<file path="config.mk">
export PLATFORM = sky130hd
export DESIGN_NAME = fsm_seq_ctrl
export DESIGN_NICKNAME = d
export VERILOG_FILES = /design/src/rtl/fsm_seq_ctrl_pkg.sv /design/src/rtl/fsm_seq_ctrl_vec_fifo.sv /design/src/rtl/fsm_seq_ctrl.sv
export SDC_FILE = /design/constraint.sdc
export NUM_CORES = 1
export LEC_CHECK = 0
export ABC_AREA = 1
export CORE_MARGIN = 2
export CORE_UTILIZATION = 65
export DETAILED_ROUTE_END_ITERATION = 10
export DONT_BUFFER_PORTS = 1
export PLACE_DENSITY = 0.81
export SYNTH_ARGS = -nofsm -noshare
export SYNTH_HDL_FRONTEND = slang
export SYNTH_HIERARCHICAL = 1
export SYNTH_SLANG_ARGS = --single-unit
</file>
<file path="constraint.sdc">
create_clock -name clk -period 5.1 [get_ports clk]
set_clock_uncertainty 0.1 [all_clocks]
set_input_delay 0.51 -clock clk [delete_from_list [all_inputs] [get_ports clk]]
set_output_delay 0.51 -clock clk [all_outputs]
set_load 0.01 [all_outputs]
</file>
<file path="src/rtl/fsm_seq_ctrl_pkg.sv">
// Shared types for the Moore-block sequencer: FSM state encoding, default widths
// and the buffered stimulus vector.
package fsm_ctrl_pkg;

   localparam int unsigned DEF_SW_W  = 2;
   localparam int unsigned DEF_CNT_W = 8;

   typedef enum logic [2:0] {
      S_IDLE,
      S_RST,
      S_DRIVE,
      S_STEP,
      S_CHECK,
      S_DONE
   } seq_state_t;

   typedef struct packed {
      logic [DEF_SW_W-1:0] sw;
      logic                exp;
   } vec_t;

endpackage

</file>
<file path="src/rtl/fsm_seq_ctrl_vec_fifo.sv">
// Synchronous FIFO of stimulus vectors with push, pop and flush.
// Pointers carry one extra wrap bit so full and empty are distinguishable.
module vec_fifo
   import fsm_ctrl_pkg::*;
#(
   parameter int unsigned DEPTH = 8,
   parameter type         T     = vec_t
) (
   input  logic                     clk,
   input  logic                     rst_n,
   input  logic                     push,
   input  logic                     pop,
   input  logic                     flush,
   input  T                         wr_data,
   output T                         head,
   output logic                     full,
   output logic                     empty,
   output logic [$clog2(DEPTH):0]   count
);

   localparam int unsigned AW = $clog2(DEPTH);

   T           mem [DEPTH];
   logic [AW:0] wr_q, wr_d;
   logic [AW:0] rd_q, rd_d;
   logic        do_push;
   logic        do_pop;

   assign full  = (wr_q[AW] != rd_q[AW]) && (wr_q[AW-1:0] == rd_q[AW-1:0]);
   assign empty = (wr_q == rd_q);
   assign count = wr_q - rd_q;
   assign head  = mem[rd_q[AW-1:0]];

   always_comb begin
      do_push = push && !full && !flush;
      do_pop  = pop && !empty && !flush;
      wr_d    = wr_q;
      rd_d    = rd_q;
      if (flush) begin
         rd_d = wr_q;
      end else begin
         if (do_push) wr_d = wr_q + (AW+1)'(1);
         if (do_pop)  rd_d = rd_q + (AW+1)'(1);
      end
   end

   always_ff @(posedge clk or negedge rst_n) begin
      if (!rst_n) begin
         wr_q <= '0;
         rd_q <= '0;
      end else begin
         wr_q <= wr_d;
         rd_q <= rd_d;
      end
   end

   always_ff @(posedge clk) begin
      if (do_push) mem[wr_q[AW-1:0]] <= wr_data;
   end

endmodule

</file>
<file path="src/rtl/fsm_seq_ctrl.sv">
// Sequencer for the 2-state Moore block: buffers (switch, expected) vectors, resets
// the block, steps it once per vector and counts output mismatches.
module fsm_seq_ctrl
   import fsm_ctrl_pkg::*;
#(
   parameter int unsigned DEPTH = 8,
   parameter int unsigned SW_W  = DEF_SW_W,
   parameter int unsigned CNT_W = DEF_CNT_W
) (
   input  logic             clk,
   input  logic             reset,
   input  logic             vec_valid,
   input  logic [SW_W-1:0]  vec_sw,
   input  logic             vec_exp,
   output logic             vec_ready,
   input  logic             start,
   input  logic             abort,
   output logic [SW_W-1:0]  dut_sw,
   output logic             dut_step,
   output logic             dut_rst,
   input  logic             dut_out,
   output logic             busy,
   output logic             done,
   output logic [CNT_W-1:0] err_cnt,
   output logic [CNT_W-1:0] step_cnt
);

   localparam int unsigned AW = $clog2(DEPTH);

   typedef struct packed {
      logic [SW_W-1:0] sw;
      logic            exp;
   } vec_w_t;

   seq_state_t       state_q, state_d;
   vec_w_t           wr_vec, head;
   logic             fifo_full, fifo_empty;
   logic [AW:0]      fifo_cnt;
   logic             push, pop, flush;
   logic             clr, step_inc, err_inc;
   logic [SW_W-1:0]  sw_q, sw_d;
   logic             exp_q, exp_d;
   logic             step_q, step_d;
   logic             rst_q, rst_d;
   logic             done_q, done_d;
   logic [CNT_W-1:0] err_q, err_d;
   logic [CNT_W-1:0] stepc_q, stepc_d;

   assign busy      = (state_q != S_IDLE);
   assign vec_ready = !busy && !fifo_full;
   assign push      = vec_valid && vec_ready;
   assign wr_vec    = '{sw: vec_sw, exp: vec_exp};

   vec_fifo #(
      .DEPTH (DEPTH),
      .T     (vec_w_t)
   ) u_fifo (
      .clk     (clk),
      .rst_n   (reset),
      .push    (push),
      .pop     (pop),
      .flush   (flush),
      .wr_data (wr_vec),
      .head    (head),
      .full    (fifo_full),
      .empty   (fifo_empty),
      .count   (fifo_cnt)
   );

   // The head is popped on leaving STEP with its expected bit parked in exp_q, so
   // in CHECK the FIFO head is already the next vector and can load dut_sw directly.
   always_comb begin
      state_d  = state_q;
      sw_d     = sw_q;
      exp_d    = exp_q;
      pop      = 1'b0;
      flush    = 1'b0;
      clr      = 1'b0;
      step_inc = 1'b0;
      err_inc  = 1'b0;
      case (state_q)
         S_IDLE: begin
            if (start) begin
               clr     = 1'b1;
               state_d = fifo_empty ? S_DONE : S_RST;
            end
         end
         S_RST: begin
            state_d = S_DRIVE;
            sw_d    = head.sw;
         end
         S_DRIVE: begin
            state_d  = S_STEP;
            step_inc = 1'b1;
         end
         S_STEP: begin
            state_d = S_CHECK;
            pop     = 1'b1;
            exp_d   = head.exp;
         end
         S_CHECK: begin
            err_inc = (dut_out != exp_q);
            if (fifo_empty) begin
               state_d = S_DONE;
            end else begin
               state_d = S_DRIVE;
               sw_d    = head.sw;
            end
         end
         S_DONE:  state_d = S_IDLE;
         default: state_d = S_IDLE;
      endcase
      if (abort) begin
         state_d  = S_IDLE;
         flush    = 1'b1;
         clr      = 1'b0;
         pop      = 1'b0;
         step_inc = 1'b0;
         err_inc  = 1'b0;
         sw_d     = sw_q;
         exp_d    = exp_q;
      end
   end

   always_comb begin
      rst_d   = (state_d == S_RST);
      step_d  = (state_d == S_STEP);
      done_d  = (state_d == S_DONE);
      stepc_d = stepc_q;
      err_d   = err_q;
      if (clr) begin
         stepc_d = '0;
         err_d   = '0;
      end else begin
         if (step_inc && (stepc_q != '1)) stepc_d = stepc_q + CNT_W'(1);
         if (err_inc && (err_q != '1))    err_d   = err_q + CNT_W'(1);
      end
   end

   always_ff @(posedge clk or negedge reset) begin
      if (!reset) begin
         state_q <= S_IDLE;
         sw_q    <= '0;
         exp_q   <= 1'b0;
         step_q  <= 1'b0;
         rst_q   <= 1'b0;
         done_q  <= 1'b0;
         err_q   <= '0;
         stepc_q <= '0;
      end else begin
         state_q <= state_d;
         sw_q    <= sw_d;
         exp_q   <= exp_d;
         step_q  <= step_d;
         rst_q   <= rst_d;
         done_q  <= done_d;
         err_q   <= err_d;
         stepc_q <= stepc_d;
      end
   end

   assign dut_sw   = sw_q;
   assign dut_step = step_q;
   assign dut_rst  = rst_q;
   assign done     = done_q;
   assign err_cnt  = err_q;
   assign step_cnt = stepc_q;

endmodule

</file>
==> out/qor.csv, run 1 <==
metric;value;unit
hold_viol;0;
drt-total-wl;6443;µm
p_leak;1.610;nW
tightest_slew;0.5992;ns
core_area;4723;µm²
drt_iter0_markers;216;
grt_setup_unrepaired;no;
drive_gt1_frac;0.1367;
fin_tns_setup;0;ns
layout_commonest_cell;nand2_1;
layout_min_cycle_time;2.728;ns
num_vias;2472;
crit_type;reg2reg;
synth.avg_cell_area;8.248;µm²
drc;0;
holdPathEnd;state_q[2];
antenna_cells;0;
dr.pass1.iters;4;
cp.arrival;2.61;ns
timing.final.max_slew_violations;0;
reg2reg_slack;2.37;ns
reg2reg_from;u_fifo/rd_q[0];
dp_hpwl;4576;µm
endpoint_kind;flip-flop;
die_area;5460;µm²
r2r-end;u_fifo/mem[3][0];
antenna_found_initial;0;
cts_buffer_depth;2;
gp_congestion;0.8960;
die_w;73.90;µm
vdd_drop_max;0.2992;mV
startpoint_type;flip-flop;
clk_latency;0.33;ns
min_from;abort;
syn_to_final_growth;6.856;%
wl_per_cell;13.95;µm
yosys_warnings;6;
power.density;454.4;nW/µm²
chipHeight;73.90;µm
cp_max_fo;19;
rows;25;
gr-total-overflow;0;
cts-htree-levels;3;
min-delay-path-class;in2reg;
layout.nets;406;
hold_path_depth;1;
viasPerCell;5.351;
clkTransAtPathRegs;0.06;ns
cts_tree;done;
clockRootBuffer;clkbuf_8;
cts_made_buffers;9;
setup_viol;0;
clock_sinks;57;
crit_required;4.98;ns
min_period_over_period;0.5350;
syn-instance-count;385;
port-buffer-count;0;
grt_pass1_vias;2243;
initial_utilization;0.6723;
whs;0.1494;ns
synth_nets;401;
final_cell_mix;nand2_1, nor2_1, dfrtp_1;
postRouteAntennaNets;0;
pin_count;32;
max-slew-margin-rel;0.6006;
cts_resized;0;
status;completed;
grt_max_degree;34;
grt_pass1_wl;10610;µm
cap_violations;0;
netlist_area;3176;µm²
grt_util_all_layers;0.2607;
worstRegToRegCells;10;
max_freq;366.5;MHz
through the flow:
stage / total power [W] / instances / util / area, µm² / setup slack (ns)
2_1_floorplan: 0.001074 / 385 / - / 3176 / 2.701
3_3_place_gp: 0.001136 / 444 / 0.6744 / 3186 / 2.526
3_5_place_dp: 0.001150 / 444 / 0.6744 / 3186 / 2.382
4_1_cts: 0.001551 / 462 / 0.7184 / 3393 / 2.353
5_1_grt: 0.001657 / 462 / 0.7184 / 3393 / 2.101
6_report: 0.001542 / 462 / 0.7184 / 3393 / 2.372
where the power goes:
| part | switching, W | internal, W | leakage, nW | total (W) |
|---|---|---|---|---|
| Clock | 0.000164 | 0.000220 | 0.0898 | 0.000384 |
| Sequential | 0.000107 | 0.000550 | 0.661 | 0.000656 |
| Combinational | 0.000336 | 0.000165 | 0.859 | 0.000501 |
final cells by class:
| cell class | count | area, µm² |
|---|---|---|
| Clock inverter | 5 | 46.29 |
| Multi-Input combinational cell | 279 | 1401 |
| Fill cell | 364 | 1330 |
| Clock buffer | 11 | 131.4 |
| Tap cell | 67 | 83.83 |
| Sequential cell | 57 | 1546 |
| Inverter | 41 | 153.9 |
| Timing Repair Buffer | 2 | 30.03 |
sequential cells by signal, summed over array words and instances, names as in the netlist:
name / flops
err_cnt: 8
dut_step: 1
exp_q: 1
step_cnt: 8
u_fifo/mem: 24
done: 1
dut_rst: 1
dut_sw: 2
u_fifo/wr_q: 4
u_fifo/rd_q: 4
state_q: 3
repair_timing:
item	in CTS	in global routing
endpoints found under the hold margin	33	0
setup buffers	0	0
hold buffers	2	0
per-layer routing:
layer  vias up  track usage  wire length [µm]
li1       1241            -                 -
met5         -            0                 0
met3         6      0.07133               382
met1      1146       0.3581              2853
met2        79       0.3929              3140
met4         0       0.1030                66
how the worst max path moves through the flow:
stage	cells after the start	from	slack [ns]	end
2_1_floorplan	12	u_fifo/rd_q[1]	2.70	u_fifo/mem[3][0]
3_3_place_gp	10	u_fifo/rd_q[0]	2.53	u_fifo/mem[3][0]
3_5_place_dp	10	u_fifo/rd_q[0]	2.38	u_fifo/mem[3][1]
4_1_cts	10	u_fifo/rd_q[0]	2.35	u_fifo/mem[3][0]
5_1_grt	10	u_fifo/rd_q[0]	2.10	u_fifo/mem[1][2]
6_report	10	u_fifo/rd_q[0]	2.37	u_fifo/mem[3][0]
worst max-delay path, cell delays in order, from the launching register on:
cell and delay [ns]:
dfrtp_1 0.72, ha_1 0.34, inv_1 0.09, nor2_4 0.06, nand2_4 0.10, inv_1 0.07
nor3b_1 0.19, inv_1 0.12, nor2_8 0.14, nand2_4 0.10, nor3_1 0.34
Note: power is estimated with default switching activity, not from simulation.
==> run 2, diff against run 1 <==
--- a/config.mk
+++ b/config.mk
@@ -7,10 +7,10 @@
 export LEC_CHECK = 0
 export ABC_AREA = 1
 export CORE_MARGIN = 2
-export CORE_UTILIZATION = 65
+export CORE_UTILIZATION = 57
 export DETAILED_ROUTE_END_ITERATION = 10
 export DONT_BUFFER_PORTS = 1
-export PLACE_DENSITY = 0.81
+export PLACE_DENSITY = 0.75
 export SYNTH_ARGS = -nofsm -noshare
 export SYNTH_HDL_FRONTEND = slang
 export SYNTH_HIERARCHICAL = 1
==> constraint.sdc (replaced) <==
create_clock -name clk -period 2.5 [get_ports clk]
set_clock_uncertainty 0.1 [all_clocks]
set_input_delay 0.25 -clock clk [delete_from_list [all_inputs] [get_ports clk]]
set_output_delay 0.25 -clock clk [all_outputs]
set_load 0.01 [all_outputs]
==> out/qor.csv, run 2 (synthesized netlist as in run 1, its figures left out) <==
metric;value;unit
status;completed;
dp_hpwl;4621;µm
hold_path_depth;3;
pin_count;32;
cts-htree-levels;3;
largest_reg_flops;24;
layout.nets;420;
grt_util_all_layers;0.2391;
cp-startpoint;u_fifo/wr_q[0];
die_area;6184;µm²
grt_pass1_vias;2383;
layout_commonest_cell;nand2_1;
endpoint_kind;flip-flop;
clockRootBuffer;clkbuf_8;
holdPathEnd;state_q[1];
final_cell_mix;nand2_1, nor2_1, dfrtp_1;
crit_family;simple AND/OR/NAND/NOR gates;
cp_max_fo;5;
num_vias;2518;
path_cells;inv_1 -> ha_1 -> inv_1 -> nor2_4 -> nand2_4 -> inv_1 -> nor3b_1 -> inv_1 -> nor2_8 -> nand3_2 -> nor2_1;
min_from;abort;
timing.final.max_slew_violations;0;
antenna_cells;0;
reg2reg_slack;0.14;ns
dr.pass1.iters;6;
max_freq;424.5;MHz
reg2reg_from;u_fifo/wr_q[0];
path_buf_inv;4;
grt_pass1_wl;11180;µm
cts_tree;done;
gp_congestion;0.8965;
crit_required;2.42;ns
setup_viol;0;
finish.utilization;0.6595;
whs;0.02379;ns
port-buffer-count;0;
critPathMaxStageDelay;0.42;ns
core_area;5439;µm²
die_w;78.64;µm
fin_tns_setup;0;ns
wl_per_cell;13.75;µm
min_period_over_period;0.9422;
chipHeight;78.64;µm
dpl.cell_count;458;
fill_cells;463;
grt_max_degree;34;
crit_top_cell;inv_1;
layout_min_cycle_time;2.356;ns
tightest_slew;0.4083;ns
cap_violations;0;
p_leak;1.703;nW
hold_viol;0;
clock_sinks;57;
r2r-end;u_fifo/mem[2][1];
max-slew-margin-rel;0.7269;
instances_no_fill;481;
gr-total-overflow;0;
clk_latency;0.34;ns
post_cts_buffers;0;
startpoint_type;flip-flop;
drt-total-wl;6615;µm
postRouteAntennaNets;0;
syn_to_final_growth;12.96;%
power.density;980.4;nW/µm²
drt_iter0_markers;192;
drive_gt1_frac;0.1663;
grt_setup_unrepaired;no;
vdd_drop_max;0.4651;mV
initial_utilization;0.5839;
rows;27;
crit_type;reg2reg;
cts_made_buffers;9;
antenna_found_initial;0;
viasPerCell;5.235;
cts_buffer_depth;2;
critPathSlowestCell;dfrtp_1;
worstRegToRegCells;11;
min-delay-path-class;in2reg;
drc;0;
clkTransAtPathRegs;0.07;ns
cp.arrival;2.27;ns
## run 2: cell types whose count changed in the layout (fill, tap and decap cells not counted)
cell / previous run / this run
clkinv_4: 0 / 2
dlygate4sd3_1: 1 / 6
nor3_2: 1 / 2
nor3_1: 2 / 1
clkbuf_1: 2 / 0
clkinv_1: 3 / 1
bufinv_16: 1 / 3
buf_4: 0 / 9
clkinv_2: 1 / 0
clkinvlp_4: 0 / 1
## run 2: metal layers
layer,share of wire,up-vias,wire [µm],global-route usage
li1,-,1279,-,-
met1,0.44,1144,2926,0.3283
met2,0.48,86,3144,0.3615
met3,0.070,9,466,0.07356
met4,0.012,0,78,0.07895
met5,0,-,0,0
## run 2: worst max path at each step
stage | end | slack [ns] | cells after the start
global placement | u_fifo/mem[1][0] | 0.25 | 11
finish | u_fifo/mem[2][1] | 0.14 | 11
global route | u_fifo/mem[2][1] | 0.004 | 11
detailed placement | u_fifo/mem[1][1] | 0.12 | 11
CTS | u_fifo/mem[1][1] | 0.11 | 11
floorplan | u_fifo/mem[3][0] | 0.10 | 12
## run 2: metrics by stage
| stage | area, µm² | total power [W] | worst slack [ns] |
|---|---|---|---|
| after floorplan | 3176 | 0.002191 | 0.1012 |
| after global placement | 3259 | 0.002413 | 0.2499 |
| after detailed placement | 3259 | 0.002445 | 0.1228 |
| after CTS | 3582 | 0.003539 | 0.1133 |
| after global routing | 3587 | 0.003778 | 0.004293 |
| final | 3587 | 0.003517 | 0.1445 |
## run 2: final cells by class
class / instances / area [µm²] / share of cell area
Clock buffer: 9 / 123.9 / 0.03453
Clock inverter: 7 / 118.9 / 0.03314
Inverter: 41 / 153.9 / 0.04290
Multi-Input combinational cell: 279 / 1406 / 0.3920
Sequential cell: 57 / 1546 / 0.4311
Tap cell: 72 / 90.09 / 0.02511
Timing Repair Buffer: 16 / 147.6 / 0.04116
## run 2: tightest hold or removal path, cell delays in order
cell and delay [ns]:
a21oi_1 0.04, nand2_1 0.09, inv_1 0.05
## run 2: timing repair
action	in CTS	in global routing
hold endpoints to repair	65	0
hold buffers	7	0
setup endpoints to repair	0	3
gates resized for setup	0	1
## run 2: report_power, final
part | leakage (nW) | switching (W) | internal (W) | total, W
Combinational | 0.925 | 0.000795 | 0.000412 | 0.00121
Sequential | 0.661 | 0.000144 | 0.00112 | 0.00127
Clock | 0.117 | 0.000384 | 0.000661 | 0.00105
